===== src/rtl/mod_step_counter_pkg.sv =====
//------------------------------------------------------------------------------
// Module  : counter_pkg
// Brief   : Shared types and default widths for the step counter
// Rev     : 1.0 - initial release
//------------------------------------------------------------------------------
`default_nettype none

package counter_pkg;

   // Overflow policy for the step counter
   typedef enum logic {
      OVF_WRAP = 1'b0,
      OVF_SAT  = 1'b1
   } ovf_mode_e;

   localparam int COUNTER_W = 8;
   localparam int STEP_W    = 4;

endpackage : counter_pkg

`default_nettype wire


===== src/rtl/mod_step_counter_step_adder.sv =====
//------------------------------------------------------------------------------
// Module  : Full_Adder / step_adder
// Brief   : One-bit full adder cell and a WIDTH+1 bit ripple add/subtract of
//           a zero-extended step
// Rev     : 1.0 - initial release
//------------------------------------------------------------------------------
`default_nettype none

module Full_Adder (
   input  logic i_a,
   input  logic i_b,
   input  logic i_cin,
   output logic o_sum,
   output logic o_cout
);

   assign o_sum  = i_a ^ i_b ^ i_cin;
   assign o_cout = (i_a & i_b) | (i_cin & (i_a ^ i_b));

endmodule : Full_Adder

module step_adder #(
   parameter int WIDTH  = 8,
   parameter int STEP_W = 4
) (
   input  logic [WIDTH-1:0]  i_a,
   input  logic [STEP_W-1:0] i_step,
   input  logic              i_sub,
   output logic [WIDTH:0]    o_sum,
   output logic              o_carry
);

   import counter_pkg::*;

   // Operands are widened by one bit so an up-count carry lands in o_sum[WIDTH]
   logic [WIDTH:0] w_a;
   logic [WIDTH:0] w_b;
   logic [WIDTH+1:0] w_c;

   assign w_a    = {1'b0, i_a};
   // Subtraction is a + ~b + 1; the carry-in supplies the +1
   assign w_b    = {{(WIDTH+1-STEP_W){1'b0}}, i_step} ^ {(WIDTH+1){i_sub}};
   assign w_c[0] = i_sub;

   generate
      for (genvar g = 0; g <= WIDTH; g++) begin : g_fa
         Full_Adder u_fa (
            .i_a    (w_a[g]),
            .i_b    (w_b[g]),
            .i_cin  (w_c[g]),
            .o_sum  (o_sum[g]),
            .o_cout (w_c[g+1])
         );
      end
   endgenerate

   // On subtract, carry-out low means a borrow (i_a < step)
   assign o_carry = w_c[WIDTH+1];

endmodule : step_adder

`default_nettype wire


===== src/rtl/mod_step_counter.sv =====
//------------------------------------------------------------------------------
// Module  : mod_step_counter
// Brief   : Modulo up/down counter with programmable limit, step, load and
//           wrap/saturate overflow policy
// Rev     : 1.0 - initial release
//------------------------------------------------------------------------------
`default_nettype none

module mod_step_counter #(
   parameter int WIDTH  = counter_pkg::COUNTER_W,
   parameter int STEP_W = counter_pkg::STEP_W
) (
   input  logic              i_clk,
   input  logic              i_RESET_n,
   input  logic              i_en,
   input  logic              i_up,
   input  logic              i_mode,
   input  logic [STEP_W-1:0] i_step,
   input  logic [WIDTH-1:0]  i_limit,
   input  logic              i_load,
   input  logic [WIDTH-1:0]  i_load_val,
   output logic [WIDTH-1:0]  o_count,
   output logic              o_ovf,
   output logic              o_at_max,
   output logic              o_at_min
);

   import counter_pkg::*;

   logic [WIDTH-1:0] r_count;
   logic             r_ovf;
   logic [WIDTH:0]   w_sum;
   logic             w_carry;
   logic             w_up_ovf;
   logic             w_dn_unf;
   logic [WIDTH-1:0] w_load_clamped;
   ovf_mode_e        w_mode;

   assign w_mode = ovf_mode_e'(i_mode);

   step_adder #(
      .WIDTH  (WIDTH),
      .STEP_W (STEP_W)
   ) u_step_adder (
      .i_a     (r_count),
      .i_step  (i_step),
      .i_sub   (~i_up),
      .o_sum   (w_sum),
      .o_carry (w_carry)
   );

   // Up overflow compares the full WIDTH+1 bit sum so the carry-out counts
   assign w_up_ovf       = w_sum > {1'b0, i_limit};
   assign w_dn_unf       = ~w_carry;
   assign w_load_clamped = (i_load_val > i_limit) ? i_limit : i_load_val;

   // Count register: reset > load > enable > hold
   always_ff @(posedge i_clk or negedge i_RESET_n) begin
      if (!i_RESET_n) begin
         r_count <= '0;
         r_ovf   <= 1'b0;
      end else if (i_load) begin
         r_count <= w_load_clamped;
         r_ovf   <= 1'b0;
      end else if (i_en) begin
         if (i_up && w_up_ovf) begin
            r_count <= (w_mode == OVF_SAT) ? i_limit : '0;
            r_ovf   <= 1'b1;
         end else if (!i_up && w_dn_unf) begin
            r_count <= (w_mode == OVF_SAT) ? '0 : i_limit;
            r_ovf   <= 1'b1;
         end else begin
            r_count <= w_sum[WIDTH-1:0];
            r_ovf   <= 1'b0;
         end
      end else begin
         r_ovf <= 1'b0;
      end
   end

   assign o_count  = r_count;
   assign o_ovf    = r_ovf;
   assign o_at_max = (r_count == i_limit);
   assign o_at_min = (r_count == '0);

endmodule : mod_step_counter

`default_nettype wire


===== config.mk =====
export PLATFORM = sky130hd
export DESIGN_NAME = mod_step_counter
export DESIGN_NICKNAME = d
export VERILOG_FILES = /design/src/rtl/mod_step_counter_pkg.sv /design/src/rtl/mod_step_counter_step_adder.sv /design/src/rtl/mod_step_counter.sv
export SDC_FILE = /design/constraint.sdc
export NUM_CORES = 1
export LEC_CHECK = 0
export ABC_CLOCK_PERIOD_IN_PS = 8350
export CORE_MARGIN = 1
export CORE_UTILIZATION = 54
export DETAILED_ROUTE_END_ITERATION = 16
export PLACE_DENSITY = 0.84
export SYNTH_ARGS = -nofsm -noshare
export SYNTH_HDL_FRONTEND = slang
export SYNTH_HIERARCHICAL = 1
export SYNTH_SLANG_ARGS = --single-unit
export TNS_END_PERCENT = 100

===== constraint.sdc =====
create_clock -name i_clk -period 8.35 [get_ports i_clk]
set_clock_uncertainty 0.05 [all_clocks]
set_input_delay 0.835 -clock i_clk [delete_from_list [all_inputs] [get_ports i_clk]]
set_output_delay 0.835 -clock i_clk [all_outputs]
set_load 0.02 [all_outputs]

* After elaboration in Yosys (flattened, before gate mapping)
Cells that the tools add are included.
** Word-level totals
- Bits in registers :: 9
- Bits in latches :: 0
- RAM bits :: 0
- Bits in read-only memories :: 0
- Word-level logic and storage cells :: 66
- Memories kept :: 0
** Cells by class
- Add/sub/neg operators :: 0
- Multiply operators :: 0
- Divide/modulo/power cells :: 0
- Magnitude comparators :: 2
- Equal/unequal tests :: 1
- Shift-type cells :: 0
- Multiplexer cells :: 11
- Bitwise operators :: 45
- Reductions and logical operators :: 5
** Operators by type and width (number)
- two-way mux 8 bit :: 7
- AND 1 bit :: 17
- bitwise XOR 1 bit :: 17
- greater-than comparator 9 x 8 -> 1 bit :: 1
- bitwise XOR 4 x 9 -> 9 bit :: 1
- == test 8 bit :: 1
- greater-than comparator 8 bit :: 1
- zero test 8 bit :: 1
- bitwise OR 1 bit :: 8
- two-way mux 1 bit :: 4
- logical AND 1 bit :: 2
- NOT 1 bit :: 2
- nonzero test 2 bit :: 1
- zero test 1 bit :: 1

* Depth between registers and ports, before layout
- Depth in word-level cells :: 26
- Gate-level depth with buffers :: 18
- Mapped depth without buffers :: 16

* By module
Netlist, hierarchy kept.
** By module, submodules not included
- mod_step_counter :: instances 1, cells an instance 158, area an instance 1238.7 µm², sequential area each 225.2 µm²
- Full_Adder :: instances 9, cells an instance 1, area an instance 20.0 µm², sequential area each 0.0 µm²
- step_adder :: instances 1, cells an instance 5, area an instance 38.8 µm², sequential area each 0.0 µm²

* Worst setup path after synthesis
Ideal clock, no wire load.
- Path type :: input to register
- From :: input port i_up
- To :: register r_count[4] (netlist: o_count[4])
- Setup time :: 138 ps
- Arrival time :: 5970 ps
- Data required time :: 8162 ps
- Slack :: 2192 ps
- Stages on the path :: 17
- Path buffers :: 1
- Cell sequence :: inv_1 xor2_1 fa_1 fa_1 fa_1 fa_1 fa_1 fa_1 fa_1 fa_1 fa_1 nand4b_1 or3_1 o311ai_0 buf_6 mux2i_1 a311oi_2
** On the way
- Elaborated cells on any way between the ends :: 53
- Classes of those cells :: order compare (1); mux (4); bitwise (45); reduce/logical (3)
** RTL lines
- start: declaration :: RTL line mod_step_counter.sv:16 : input logic i_up,
- NOT 1 bit * :: RTL line mod_step_counter.sv:47 : .i_sub (~i_up),
- bitwise XOR 4 x 9 -> 9 bit * :: RTL line mod_step_counter_step_adder.sv:42 : assign w_b = {{(WIDTH+1-STEP_W){1'b0}}, i_step} ^ {(WIDTH+1){i_sub}};
- via u_step_adder.w_b[0] :: RTL line mod_step_counter_step_adder.sv:37 : logic [WIDTH:0] w_b;
- bitwise XOR 1 bit :: RTL line mod_step_counter_step_adder.sv:18 : assign o_cout = (i_a & i_b) | (i_cin & (i_a ^ i_b));
- AND 1 bit :: RTL line mod_step_counter_step_adder.sv:18
- bitwise OR 1 bit * :: RTL line mod_step_counter_step_adder.sv:18
- via u_step_adder.w_c[1] :: RTL line mod_step_counter_step_adder.sv:38 : logic [WIDTH+1:0] w_c;
- AND 1 bit * :: RTL line mod_step_counter_step_adder.sv:18
- [... 1 more ...]
- via u_step_adder.w_c[2] :: RTL line mod_step_counter_step_adder.sv:38
- [... 2 more ...]
- via u_step_adder.w_c[3] :: RTL line mod_step_counter_step_adder.sv:38
- [... 2 more ...]
- via u_step_adder.w_c[4] :: RTL line mod_step_counter_step_adder.sv:38
- [... 2 more ...]
- via u_step_adder.w_c[5] :: RTL line mod_step_counter_step_adder.sv:38
- [... 2 more ...]
- via u_step_adder.w_c[6] :: RTL line mod_step_counter_step_adder.sv:38
- [... 2 more ...]
- via u_step_adder.w_c[7] :: RTL line mod_step_counter_step_adder.sv:38
- [... 2 more ...]
- via u_step_adder.w_c[8] :: RTL line mod_step_counter_step_adder.sv:38
- bitwise XOR 1 bit * :: RTL line mod_step_counter_step_adder.sv:17 : assign o_sum = i_a ^ i_b ^ i_cin;
- via w_sum[8] :: RTL line mod_step_counter.sv:32 : logic [WIDTH:0] w_sum;
- greater-than comparator 9 x 8 -> 1 bit * :: RTL line mod_step_counter.sv:53 : assign w_up_ovf = w_sum > {1'b0, i_limit};
- logical AND 1 bit * :: RTL line mod_step_counter.sv:66 : if (i_up && w_up_ovf) begin
- two-way mux 8 bit * :: RTL line mod_step_counter.sv:66
- two-way mux 8 bit * :: RTL line mod_step_counter.sv:65 : end else if (i_en) begin
- two-way mux 8 bit * :: RTL line mod_step_counter.sv:62 : end else if (i_load) begin
- end signal: assignment :: RTL line mod_step_counter.sv:63 : r_count <= w_load_clamped;
- end signal: assignment :: RTL line mod_step_counter.sv:67 : r_count <= (w_mode == OVF_SAT) ? i_limit : '0;
- end signal: assignment :: RTL line mod_step_counter.sv:70 : r_count <= (w_mode == OVF_SAT) ? '0 : i_limit;
- end: declaration :: RTL line mod_step_counter.sv:30 : logic [WIDTH-1:0] r_count;
The timed path passes the listed nets; every way through them passes the cells marked *. The select of a mux whose other input is x is not followed.
A chain may end at the register's enable or synchronous reset.

* Final worst setup path
- From :: input port i_up
- To :: register r_count[7] (netlist: o_count[7])
The elaborated chain is that of the path after synthesis.

==> impl_metrics.toml <==
[timing]
setup_viol = 0
drv_slew = 0
timing.fmax_mhz = 148
min_period_ps = 6740
tightest_slew_ps = 951
relSlewSlack = 0.365
final_hold_viol_count = 0
min_period_over_period = 0.808
fin_setup_tns_ps = 0
rsz0062_at_grt = "false"

[setup_path]
start_kind = "input port"
worstPathMaxFanout = 10
critPathTopFamily = "adder cells"
critPathSlowestCell = "clkdlybuf4s50_1"
required_ps = 8440
critPathMaxStageDelay_ps = 460
end_kind = "flip-flop"
crit_type = "in2reg"
cpMostUsedCell = "fa_1"
cp_cell_sequence = "clkdlybuf4s50_1 -> inv_1 -> xor2_1 -> fa_1 -> fa_1 -> fa_1 -> fa_1 -> fa_1 -> fa_1 -> fa_1 -> fa_1 -> fa_1 -> nand4b_1 -> or3_1 -> o311ai_1 -> buf_4 -> mux2i_1 -> a311oi_1"
arrival_ps = 6840
path_buf_inv = 3

[grt]
grt_pass1_vias = 1370
grt_max_degree = 18
track_usage = 0.301
grt_antenna_before_repair = 0
gr-total-overflow = 0
grt_pass1_wl_mm = 6.03

[clocking]
ctsHoldBuffers = 0
cts_sinks = 9
cts_buffer_depth = 2
post_cts_buffers = 0
cts-root-buf = "clkbuf_4"
cts_tree = "yes"
clk_pin_slew_ps = 60
clkLatencyLatePin_ps = 280
h-tree-depth = 1
ctsResizeCount = 0
cts_buffers = 3

[run_status]
run_status = "complete, no violations"

[synth]
syn_inst = 172
yosysWarnings = 6
yosysTopAreaCell = "dfrtp_1"
syn_avg_cell_area_um2 = 8.47
synthTopCellsByArea = "dfrtp_1, ha_1, fa_1, nand2_1, mux2i_1"
synth_common_cells = "nand2_1, ha_1, nor2_1"
synthArstFlopShare = 1.00
synth_edf_count = 0
ys_seq_area_frac = 0.155
synth_flop_cell = "dfrtp_1"
syn_area_mm2 = 0.00146
ys_seq_elements = 9
synth.top_cell.area_share = 0.155
synth_cell_type_count = 33
syn_nets = 223
synth_most_common_cell = "nand2_1"

[die]
die_height_um = 54.0
io_pins = 37
die_area_mm2 = 0.00291
row_count = 18
start_util = 0.578
die_x_um = 54.0
core_area_mm2 = 0.00252

[detailed_routing]
via_count = 1412
first_pass_iters = 4
drc = 0
drtIter0Drc = 23
avgViaCountPerCell = 6.03
ant_nets = 0
wl_per_cell_um = 16.4
routed_wl_mm = 3.84

[finish]
design_area_mm2 = 0.00184
nNetsFinal = 256
final_layout_size_suffix_gt1_frac = 0.0735
instances_no_fill = 234
antenna_cells = 0
area_growth_pct = 26.1

[place]
gp_congestion = 0.847
place_area_mm2 = 0.00181
dp.cells = 230
dp_hpwl_mm = 3.20
io_buffers = 36

[pwr]
leakage_nw = 0.773
power.clock.fraction = 0.105
power_mw = 0.347
ir_drop_mv = 0.123
seq_power_share = 0.223
power_density_mw_per_mm2 = 189
netSwitchingPower_mw = 0.160
combPwrFrac = 0.672
p_sw_frac = 0.462
p_int_mw = 0.186

[job]
max-cap-violations = 0

[hold_path]
hold_class = "reg2reg"
-- worst reg2reg max path, delay by kind of cell (launching register included) --
family,cells,cell delay (ps)
muxes,1,260
and+or+nand+nor,2,630
adders and majority gates,9,3700
buffers and inverters,1,250
AOI/OAI and AO/OA,2,160
DFF,1,460
-- per-layer routing --
layer | vias up | global-route usage | wire, um
li1 | 688 | - | -
met5 | - | 0 | 0
met3 | 9 | 0.0508 | 92
met4 | 0 | 0.171 | 105
met2 | 40 | 0.506 | 1960
met1 | 675 | 0.359 | 1680
-- sequential cells by signal, indices dropped and copies added, names as in the netlist --
| signal | cells |
|---|---|
| o_count | 8 |
| o_ovf | 1 |
-- power by group through the flow --
stage	sequential, mW	combinational (mW)	clock, mW
final	0.0772	0.233	0.0365
after global routing	0.0804	0.258	0.0386
after CTS	0.0772	0.232	0.0368
after detailed placement	0.0781	0.230	0
after global placement	0.0771	0.220	0
after floorplan	0.0855	0.143	0
-- cell type report --
class | instances | area, um^2
Fill cell | 208 | 684
Timing Repair Buffer | 37 | 368
Inverter | 11 | 41.3
Tap cell | 30 | 37.5
Clock buffer | 4 | 26.3
Multi-Input combinational cell | 143 | 1140
Sequential cell | 9 | 225
-- logic make-up (layout without fill, tap and decap cells) --
family                     count (synthesis)  in the layout  share of synthesized area
other                                      1              1                    0.00257
buffers and inverters                     20             52                     0.0635
xor gates and xnor gates                  12             12                     0.0721
AOI/OAI and AO/OA                         36             36                      0.184
adders and majority gates                 25             25                      0.261
muxes                                      8              8                     0.0549
and+or+nand+nor                           61             61                      0.208
DFF                                        9              9                      0.155
-- placed cells by master, fill, tap and decap left out, drive strengths merged --
cell type	Yosys	layout
nand4b	1	1
ha	16	16
mux2i	8	8
and4b	1	1
a211oi	2	2
buf	6	1
o221a	1	1
a311oi	8	8
xor2	4	4
a21boi	1	1
nand3	1	1
o21ai	9	9
dfrtp	9	9
nor2b	2	2
or3	9	9
a21oi	5	5
fa	9	9
conb	1	1
a21o	1	1
nand2	26	26
nand4	4	4
nor2	12	12
clkdlybuf4s50	0	36
xnor2	8	8
or2	2	2
nand3b	1	1
or4	2	2
inv	11	11
o311ai	9	9
clkbuf	3	4
-- final timing paths --
path,slack (ps),from,cells after the start,to
max,1610,i_up,18,o_count[7]
min,620,o_count[1],2,o_count[1]
max reg2reg,2700,o_count[0],15,o_count[7]
min reg2reg,620,o_count[1],2,o_count[1]
max in group asynchronous,7170,i_RESET_n,1,o_count[3]
min in group asynchronous,800,i_RESET_n,1,o_count[2]
-- per-stage QoR --
step | util | setup slack [ps] | hold WS [ps]
2_1_floorplan | - | 2190 | 489
3_3_place_gp | 0.718 | 1500 | 613
3_5_place_dp | 0.718 | 1340 | 614
4_1_cts | 0.729 | 1640 | 622
5_1_grt | 0.729 | 1380 | 672
6_report | 0.729 | 1610 | 617
(Power assumes the default switching activity.)
